### config.mk
export PLATFORM = sky130hd
export DESIGN_NAME = uart_rx_8n1_flat
export DESIGN_NICKNAME = d
export VERILOG_FILES = /design/src/rtl/uart_rx_8n1_if.sv /design/src/rtl/uart_rx_8n1.sv /design/src/flat_wrapper.sv
export SDC_FILE = /design/constraint.sdc
export NUM_CORES = 1
export LEC_CHECK = 0
export BUFFER_PORTS_ARGS = -buffer_cell sky130_fd_sc_hd__buf_2
export CAP_MARGIN = 20
export CORE_MARGIN = 4
export CORE_UTILIZATION = 57
export CTS_CLUSTER_SIZE = 16
export DETAILED_ROUTE_END_ITERATION = 10
export GPL_ROUTABILITY_DRIVEN = 0
export PLACE_DENSITY = 0.75
export SYNTH_ARGS = -nofsm -noshare
export SYNTH_HDL_FRONTEND = slang
export SYNTH_SLANG_ARGS = --single-unit
### constraint.sdc
create_clock -name clk -period 2.43 [get_ports clk]
set_clock_uncertainty 0.2 [all_clocks]
set_input_delay 0.1215 -clock clk [delete_from_list [all_inputs] [get_ports clk]]
set_output_delay 0.1215 -clock clk [all_outputs]
set_load 0.005 [all_outputs]
### src/rtl/uart_rx_8n1_if.sv
// uart_rx_8n1_if: received-byte valid/ready handshake plus error pulses
interface uart_rx_8n1_if;
  logic [7:0] rx_data;
  logic       rx_valid;
  logic       rx_ready;
  logic       rx_frame_err;
  logic       rx_overrun;
  modport master (output rx_data, rx_valid, rx_frame_err, rx_overrun, input rx_ready);
  modport slave  (input rx_data, rx_valid, rx_frame_err, rx_overrun, output rx_ready);
endinterface

### src/rtl/uart_rx_8n1.sv
// uart_rx_8n1: 8N1 UART receiver with 3-sample majority vote and valid/ready output
module uart_rx_8n1 #(
  parameter int CLKS_PER_BIT = 104
) (
  input  logic          clk,
  input  logic          reset,
  input  logic          rx,
  output logic          rx_busy,
  uart_rx_8n1_if.master bus
);
  localparam int H  = CLKS_PER_BIT / 2;
  localparam int CW = $clog2(CLKS_PER_BIT);
  localparam logic [CW-1:0] LAST = CW'(CLKS_PER_BIT - 1);
  localparam logic [CW-1:0] S0   = CW'(H - 2);
  localparam logic [CW-1:0] S1   = CW'(H - 1);
  localparam logic [CW-1:0] MID  = CW'(H);
  typedef enum logic [1:0] {IDLE, START, DATA, STOP} state_t;
  state_t          state, state_n;
  logic            rx_m, rx_s, rx_d;
  logic            decide, maj, stop_dec, load, overrun;
  logic [CW-1:0]   cnt;
  logic [2:0]      bit_idx;
  logic [7:0]      shreg;
  logic [1:0]      smp;
  // samples are taken as cnt enters H-1 and H; the third is the live rx_s on the edge cnt enters H+1
  assign decide   = cnt == MID;
  assign maj      = (smp[0] & smp[1]) | (rx_s & (smp[0] | smp[1]));
  assign stop_dec = state == STOP && decide;
  assign load     = stop_dec && maj && (!bus.rx_valid || bus.rx_ready);
  assign overrun  = stop_dec && maj && bus.rx_valid && !bus.rx_ready;
  assign rx_busy  = state != IDLE;
  always_comb begin
    state_n = state;
    case (state)
      IDLE:  state_n = rx_d && !rx_s ? START : IDLE;
      START: state_n = !decide ? START : maj ? IDLE : DATA;
      DATA:  state_n = decide && bit_idx == 3'd7 ? STOP : DATA;
      STOP:  state_n = decide ? IDLE : STOP;
    endcase
  end
  always_ff @(posedge clk or negedge reset)
    if (!reset) state <= IDLE;
    else        state <= state_n;
  always_ff @(posedge clk or negedge reset) begin
    if (!reset) begin
      {rx_d, rx_s, rx_m} <= 3'b111;
      cnt                <= '0;
      smp                <= 2'b11;
      bit_idx            <= '0;
      shreg              <= '0;
      bus.rx_data        <= '0;
      bus.rx_valid       <= 1'b0;
      bus.rx_frame_err   <= 1'b0;
      bus.rx_overrun     <= 1'b0;
    end else begin
      {rx_d, rx_s, rx_m} <= {rx_s, rx_m, rx};
      cnt                <= state == IDLE || cnt == LAST ? '0 : cnt + CW'(1);
      if (cnt == S0) smp[0] <= rx_s;
      if (cnt == S1) smp[1] <= rx_s;
      if (state == START && decide) bit_idx <= '0;
      if (state == DATA && decide) begin
        shreg   <= {maj, shreg[7:1]};
        bit_idx <= bit_idx + 3'd1;
      end
      if (load) bus.rx_data <= shreg;
      bus.rx_valid     <= load || (bus.rx_valid && !bus.rx_ready);
      bus.rx_frame_err <= stop_dec && !maj;
      bus.rx_overrun   <= overrun;
    end
  end
endmodule

### src/flat_wrapper.sv
// flat-port wrapper written by rule: the top's interface ports become plain ports
module uart_rx_8n1_flat 
#(
  parameter int CLKS_PER_BIT = 104
)
  (clk, reset, rx, rx_busy, bus_rx_data, bus_rx_valid, bus_rx_frame_err, bus_rx_overrun, bus_rx_ready);
  uart_rx_8n1_if bus_i ();
  input  logic clk;
  input  logic reset;
  input  logic rx;
  output logic rx_busy;
  output wire logic [$bits(bus_i.rx_data)-1:0] bus_rx_data;
  output wire logic [$bits(bus_i.rx_valid)-1:0] bus_rx_valid;
  output wire logic [$bits(bus_i.rx_frame_err)-1:0] bus_rx_frame_err;
  output wire logic [$bits(bus_i.rx_overrun)-1:0] bus_rx_overrun;
  input wire logic [$bits(bus_i.rx_ready)-1:0] bus_rx_ready;
  assign bus_rx_data = bus_i.rx_data;
  assign bus_rx_valid = bus_i.rx_valid;
  assign bus_rx_frame_err = bus_i.rx_frame_err;
  assign bus_rx_overrun = bus_i.rx_overrun;
  assign bus_i.rx_ready = bus_rx_ready;
  uart_rx_8n1 #(.CLKS_PER_BIT(CLKS_PER_BIT)) u_core (.clk(clk), .reset(reset), .rx(rx), .rx_busy(rx_busy), .bus(bus_i));
endmodule
# [Yosys cells after proc, flatten, opt, wreduce, memory -nomap -nowiden]
# Index checks and enable logic that the tools add are counted.
[word_totals] regBits=36 inputBits=4 output_inout_bits=12 wordCells=57
[classes] addsub=2 n_eq_ne=8 mux=9 bitwise_logic=4 n_reduce_logical=21
[ops] op="$eq A7 B6 Y1 const B" n=3
[ops] op="$logic_and A1 B1 Y1" n=11
[ops] op="$pmux W2 S4" n=1
[ops] op="$add A7 B1 Y7 const B" n=1
[ops] op="$eq A7 B7 Y1 const B" n=1
[ops] op="$mux W7" n=1
[ops] op="$mux W2" n=3
[ops] op="$mux W3" n=2
[ops] op="$eq A2 B2 Y1 const B" n=2
[ops] op="$logic_not A1 Y1" n=4
[ops] op="$reduce_bool A2 Y1" n=2
[ops] op="$add A3 B1 Y3 const B" n=1
[ops] op="$eq A3 B3 Y1 const B" n=1
[ops] op="$logic_or A1 B1 Y1" n=3
[ops] op="$and A1 B1 Y1" n=2
[ops] op="$eq A2 B1 Y1 const B" n=1
[ops] op="$logic_not A2 Y1" n=1
[ops] op="$mux W1" n=2
[ops] op="$or A1 B1 Y1" n=2

# [Logic depth before layout (Yosys ltp)]
# Gate-level depths: netlist of the first run.
[logic_depth] depth_word=6 depth_mapped=7

# [Least setup slack after synthesis of the first run]
# Ideal clock, no wire load.
[synth_path] path_type="register to register" startpoint="reg u_core.cnt[0]" endpoint="reg u_core.bus.rx_data[0]" setup_time_ps=125 arrival_ps=1611 required_ps=2105 slack_ps=494 path_stages_with_launch=8 path_buffers=1 synth_period_minus_slack_ps=1936 cell_sequence="dfrtp_1 -> inv_1 -> ha_1 -> and4_1 -> nand3_1 -> nor2b_1 -> buf_2 -> mux2_2"
[synth_between] elab_chain_cells=4
[synth_rtl] element="from (decl)" line="uart_rx_8n1.sv:21" rtl="logic [CW-1:0] cnt;"
[synth_rtl] element="from (signal assigned)" line="uart_rx_8n1.sv:57" rtl="cnt <= state == IDLE || cnt == LAST ? '0 : cnt + CW'(1);"
[synth_rtl] element="$eq A7 B6 Y1" line="uart_rx_8n1.sv:26" rtl="assign decide = cnt == MID;"
[synth_rtl] element="$logic_and A1 B1 Y1" line="uart_rx_8n1.sv:28" rtl="assign stop_dec = state == STOP && decide;"
[synth_rtl] element="$logic_and A1 B1 Y1 (2 in series)" line="uart_rx_8n1.sv:29" rtl="assign load = stop_dec && maj && (!bus.rx_valid || bus.rx_ready);"
[synth_rtl] element="to (signal assigned)" line="uart_rx_8n1.sv:65" rtl="if (load) bus.rx_data <= shreg;"
[synth_rtl] element="to (decl)" line="uart_rx_8n1_if.sv:8" rtl="modport master (output rx_data, rx_valid, rx_frame_err, rx_overrun, input rx_ready);"
# No other way between the ends.
# A chain may end at the register's enable or synchronous reset.

# [Worst setup path after layout of the first run]
# Ends and elaborated chain as after synthesis.

==> results of run 1 <==
[routing by layer]
layer,vias to the layer above,global-route usage (%)
met2,17,24.7
li1,482,-
met4,0,10.2
met1,465,21.8
met3,5,4.47
met5,-,0
[metrics by stage]
| stage | utilization, % | cell area (um^2) | power, uW |
|---|---|---|---|
| detailed placement | 66.1 | 1680 | 1090 |
| finish | 69.7 | 1770 | 1410 |
| global route | 69.7 | 1770 | 1520 |
| floorplan | - | 1570 | 1010 |
| CTS | 69.7 | 1770 | 1430 |
| global placement | 66.1 | 1680 | 1070 |
[repair_timing]
action	CTS	global route
setup buffers	0	0
resized for setup	0	0
hold buffers	3	0
hold endpoints to repair	34	0
[critical path: stages (launching register included)]
cell and delay, ns:
dfrtp_1 0.42, inv_1 0.09, ha_1 0.24, and4_1 0.24, nand3_1 0.14, nor2b_1 0.14
buf_4 0.18, mux2_2 0.34
[kinds of logic (layout without fill, tap and decap cells)]
| group | count (synthesis) | after routing | share of synthesized area (%) |
|---|---|---|---|
| AO/OA/AOI/OAI | 9 | 9 | 3.18 |
| adder cells (fa/ha/maj) | 6 | 6 | 4.62 |
| AND/OR/NAND/NOR | 44 | 44 | 16.6 |
| buffers and inverters | 8 | 32 | 2.07 |
| flip-flops | 36 | 36 | 57.7 |
| XOR/XNOR | 4 | 4 | 2.23 |
| multiplexers | 19 | 19 | 13.6 |
[cells in the final DEF (no fill, tap or decap), types with 2 or more instances in the layout]
cell and instances:
xor2_1 2, ha_1 5, inv_1 4, nor2_1 12
nand2b_1 3, dfstp_2 5, buf_2 15, o21ai_0 5
buf_4 2, mux2_2 19, nand4b_1 2, nand3_1 11
dlygate4sd3_1 3, clkbuf_4 5, dfrtp_1 31, a21oi_1 2
nor2b_1 2, xnor2_1 2, nand2_1 7
[where the power goes]
part,switching [uW],total [uW],internal (uW)
clock,187,328,142
combinational,142,279,137
sequential,113,803,690
[worst min path at each step]
stage | start | endpoint | slack, ns
after floorplan | reset | u_core.bit_idx[0] | -0.37
after global placement | reset | u_core.cnt[2] | 0.03
after detailed placement | rx | u_core.rx_m | 0.03
after CTS | u_core.rx_m | u_core.rx_s | 0.16
after global routing | u_core.rx_m | u_core.rx_s | 0.16
final | u_core.rx_m | u_core.rx_s | 0.16
[sequential cells by signal, indices dropped and copies added, names as in the netlist, 2 cells and up]
signal              cells
u_core.bit_idx          3
u_core.bus.rx_data      8
u_core.cnt              7
u_core.shreg            8
u_core.smp              2
u_core.state            2
[final cells by class]
class                           count  area (um^2)  area share [%]
Clock buffer                        7         55.1            3.10
Multi-Input combinational cell     82          632            35.6
Timing Repair Buffer               20          120            6.77
Inverter                            4         15.0           0.846
Clock inverter                      1         7.51           0.423
Tap cell                           30         37.5            2.12
Sequential cell                    36          907            51.1
==> flow_metrics.env, run 1 <==
export IMPL_cts_root_buf="clkbuf_4"
export IMPL_yosys_most_used_dff="dfrtp_1"
export IMPL_synth_most_common_cell="dfrtp_1"
export IMPL_grt_max_degree=37
export IMPL_maxCapViolCount=0
export IMPL_synth_commonest_cells="31 x dfrtp_1, 19 x mux2_2, 12 x nor2_1"
export IMPL_reg2reg_slack_ns=0.33
export IMPL_cts_tree="done"
export IMPL_met2_length_mm=1.09
export IMPL_grt_overflow=0
export IMPL_place_ws_ns=0.347
export IMPL_viasPerCell=5.38
export IMPL_die_h_um=60.5
export IMPL_h_tree_depth=2
export IMPL_min_path_cells=0
export IMPL_wl_met3_um=122
export IMPL_setup_viol=0
export IMPL_syn_cell_area_mm2=0.00157
export IMPL_yosys_area_top_type_share_pct=49.4
export IMPL_fill_cells=193
export IMPL_core_area_mm2=0.00254
export IMPL_rows=18
export IMPL_status="finished, final reports clean"
export IMPL_fp_dieArea_mm2=0.00366
export IMPL_drtIter0Drc=18
export IMPL_critPathLaunch="u_core.cnt[0]"
export IMPL_die_x_um=60.5
export IMPL_critPathCaptureType="flop"
export IMPL_final_layout_size_suffix_gt1_share_pct=34.0
export IMPL_syn_to_final_growth_pct=12.9
export IMPL_final_nets=158
export IMPL_syn_area_per_cell_um2=12.5
export IMPL_min_period_over_period_pct=86.3
export IMPL_max_clock_path_buffers=2
export IMPL_grt_pass1_vias=999
export IMPL_p_leak_uw=0.000896
export IMPL_top_layer="met4"
export IMPL_r2r_end="u_core.bus.rx_data[0]"
export IMPL_setup_ws_ns=0.332
export IMPL_crit_required_ns=2.46
export IMPL_routed_wl_mm=2.48
export IMPL_rsz0062_at_grt="no"
export IMPL_worstSetupEndpoint="u_core.bus.rx_data[0]"
export IMPL_worstReg2RegStart="u_core.cnt[0]"
export IMPL_powerDensity_mw_per_mm2=795
export IMPL_drv_slew=0
export IMPL_ios=16
export IMPL_postRouteAntennaNets=0
export IMPL_route_detailed_drc=0
export IMPL_hold_path_class="reg2reg"
export IMPL_antenna_found_initial=0
export IMPL_netlist_instances=126
export IMPL_syn_nets=135
export IMPL_yosysTopAreaCell="dfrtp_1"
export IMPL_worst_pin_slew_ns=0.757
export IMPL_ys_ff_latch=36
export IMPL_peakVddDrop_uv=801
export IMPL_dp_hpwl_mm=1.74
export IMPL_startpoint_type="flop"
export IMPL_fmax_mhz=477
export IMPL_seq_area_frac_synth_pct=57.7
export IMPL_worstRegToRegCells=7
export IMPL_path_clk_slew_ns=0.10
export IMPL_port_buffers=15
export IMPL_synth_area_top_cells="dfrtp_1 49%, mux2_2 14%, dfstp_2 8.4%"
export IMPL_diodes=0
export IMPL_synth_edff_count=0
export IMPL_grt_first_pass_wirelength_mm=4.35
export IMPL_finalHoldViolCount=0
export IMPL_drt_pass1_iterations=4
export IMPL_hold_worst_slack_ns=0.159
export IMPL_dr_total_vias=969
export IMPL_grt_use_total_pct=16.6
export IMPL_yosysUniqueCellTypes=27
export IMPL_wl_met1_mm=1.24
export IMPL_cts_made_buffers=5
export IMPL_critical_path_class="reg2reg"
export IMPL_crit_path_max_fanout=8
export IMPL_dp_cells=169
export IMPL_crit_arrival_ns=2.13
export IMPL_relSlewSlack_pct=49.5
export IMPL_post_layout_nonfiller_instances=180
export IMPL_yosys_warnings=0
export IMPL_clk_latency_ns=0.34
export IMPL_wl_per_cell_um=13.8
export IMPL_cts_sinks=36
export IMPL_ys_async_sr_fraction_pct=100
export IMPL_start_util_pct=61.8
export IMPL_setup_tns_ns=0
export IMPL_period_needed_ns=2.10
Power figures use the tool's default switching activity.
==> inputs of run 2 (changes only) <==
- GPL_TIMING_DRIVEN: unset -> 0
- clock period: 2.43 -> 2.06 ns (I/O delays scaled with it)
==> run 2 against run 1 <==
Total power is 33% higher. First-iteration DRC count grew to 3.2 times the previous value. Global-route usage is 0.78 points higher. Combinational power is 65% higher. Maximum frequency is 4.9% higher. Count of clock-buffer cells in the layout is 2 lower. Routed wire length is 9.3% higher. Sequential power is 12% higher. Via count is 6.0% higher. Worst setup slack worse by 0.27 ns.
==> flow_metrics.env, run 2 (synthesis results as in run 1) <==
export IMPL_postRouteAntennaNets=0
export IMPL_grt_overflow=0
export IMPL_syn_to_final_growth_pct=18.4
export IMPL_powerDensity_mw_per_mm2=1010
export IMPL_final_common_cell="dfrtp_1"
export IMPL_setup_viol=0
export IMPL_drt_pass1_iterations=4
export IMPL_crit_arrival_ns=2.03
export IMPL_fill_cells=177
export IMPL_final_nets=163
export IMPL_rows=18
export IMPL_crit_required_ns=2.09
export IMPL_worstReg2RegStart="u_core.cnt[3]"
export IMPL_route_detailed_drc=0
export IMPL_post_layout_nonfiller_instances=185
export IMPL_grt_first_pass_wirelength_mm=4.60
export IMPL_start_util_pct=61.8
export IMPL_clk_latency_ns=0.35
export IMPL_relSlewSlack_pct=48.3
export IMPL_fmax_mhz=500
export IMPL_min_period_over_period_pct=97.1
export IMPL_multi_input_area_um2=656
export IMPL_final_layout_size_suffix_gt1_share_pct=40.0
export IMPL_drv_slew=0
export IMPL_critPathCaptureType="flop"
export IMPL_setup_ws_ns=0.0595
export IMPL_h_tree_depth=2
export IMPL_hold_path_class="in2async"
export IMPL_routed_wl_mm=2.72
export IMPL_cts_sinks=36
export IMPL_cts_made_buffers=5
export IMPL_p_leak_uw=0.000926
export IMPL_cts_tree="done"
export IMPL_die_h_um=60.5
export IMPL_finalHoldViolCount=0
export IMPL_grt_max_degree=37
export IMPL_reg2reg_slack_ns=0.06
export IMPL_finalPower_uw=1870
export IMPL_startpoint_type="flop"
export IMPL_grt_use_total_pct=17.4
export IMPL_status="finished, final reports clean"
export IMPL_grt_pass1_vias=1032
export IMPL_drtIter0Drc=57
export IMPL_port_buffers=15
export IMPL_fin_util_pct=73.1
export IMPL_fp_dieArea_mm2=0.00366
export IMPL_dp_hpwl_mm=1.86
export IMPL_dp_cells=171
export IMPL_viasPerCell=5.55
export IMPL_crit_path_max_fanout=8
export IMPL_place_ws_ns=-0.0999
export IMPL_layout_common_cells="30 x dfrtp_1, 19 x mux2_2, 16 x buf_2, 11 x nor2_1, 10 x nand3_1"
export IMPL_diodes=0
export IMPL_worst_pin_slew_ns=0.776
export IMPL_cts_root_buf="clkbuf_4"
export IMPL_peakVddDrop_uv=972
export IMPL_die_x_um=60.5
export IMPL_path_clk_slew_ns=0.13
export IMPL_maxCapViolCount=0
export IMPL_core_area_mm2=0.00254
export IMPL_period_needed_ns=2.00
export IMPL_max_clock_path_buffers=2
export IMPL_regArea_um2=908
export IMPL_critPathLaunch="u_core.cnt[3]"
export IMPL_critical_path_class="reg2reg"
export IMPL_wl_per_cell_um=14.7
export IMPL_antenna_found_initial=0
export IMPL_hold_worst_slack_ns=0.149
export IMPL_ios=16
export IMPL_reg_largest_list="u_core.bus.rx_data: 8 flops, u_core.shreg: 8 flops, u_core.cnt: 7 flops"
export IMPL_dr_total_vias=1027
[run 2: final timing paths]
kind | end | cells past startpoint
max in group asynchronous | u_core.cnt[3] | 2
min in group clk | u_core.rx_s | 0
setup reg to reg | u_core.shreg[4] | 5
setup / recovery | u_core.shreg[4] | 5
hold reg to reg | u_core.rx_s | 0
hold / removal | u_core.bit_idx[0] | 2
[run 2: timing repair]
item	in CTS	in global routing
buffers inserted	2	1
pin swaps	1	0
hold buffers	3	0
gates resized for setup	2	7
hold endpoints to repair	34	0
endpoints found under the setup margin	16	10
[run 2: stage by stage]
stage	setup TNS, ns	cell area [um^2]
detailed placement	-0.960	1680
global route	-0.00209	1860
finish	0	1860
CTS	0	1830
global placement	-0.0711	1680
floorplan	0	1570
[run 2: worst max-delay path: stages, from the launching register on]
cell and delay, ns:
dfrtp_2 0.47, and4bb_4 0.38, nand3_4 0.11, nor3b_4 0.24, buf_12 0.15, mux2_2 0.34
[run 2: cell type report]
class                      instances  share of cell area, %
sequential                        36                   48.8
multi-input combinational         82                   35.2
timing repair buffer              21                   7.53
clock inverter                     3                   2.49
clock buffer                       5                   2.02
tap                               30                   2.02
buffer                             4                   1.08
inverter                           4                  0.807
[run 2: report_power, final]
part	leakage [uW]	switching [uW]	internal [uW]
clock network	0.0000418	252	259
logic	0.000420	244	216
registers	0.000463	86.1	816
[run 2: per-layer routing]
metal | routed length, um | up-vias | GRT usage (%) | part of all wire [%]
met5 | 0 | - | 0 | 0
met4 | 40 | 0 | 6.50 | 1.5
met3 | 123 | 5 | 5.11 | 4.5
met2 | 1400 | 19 | 28.9 | 51
met1 | 1160 | 510 | 21.8 | 43
li1 | - | 493 | - | -
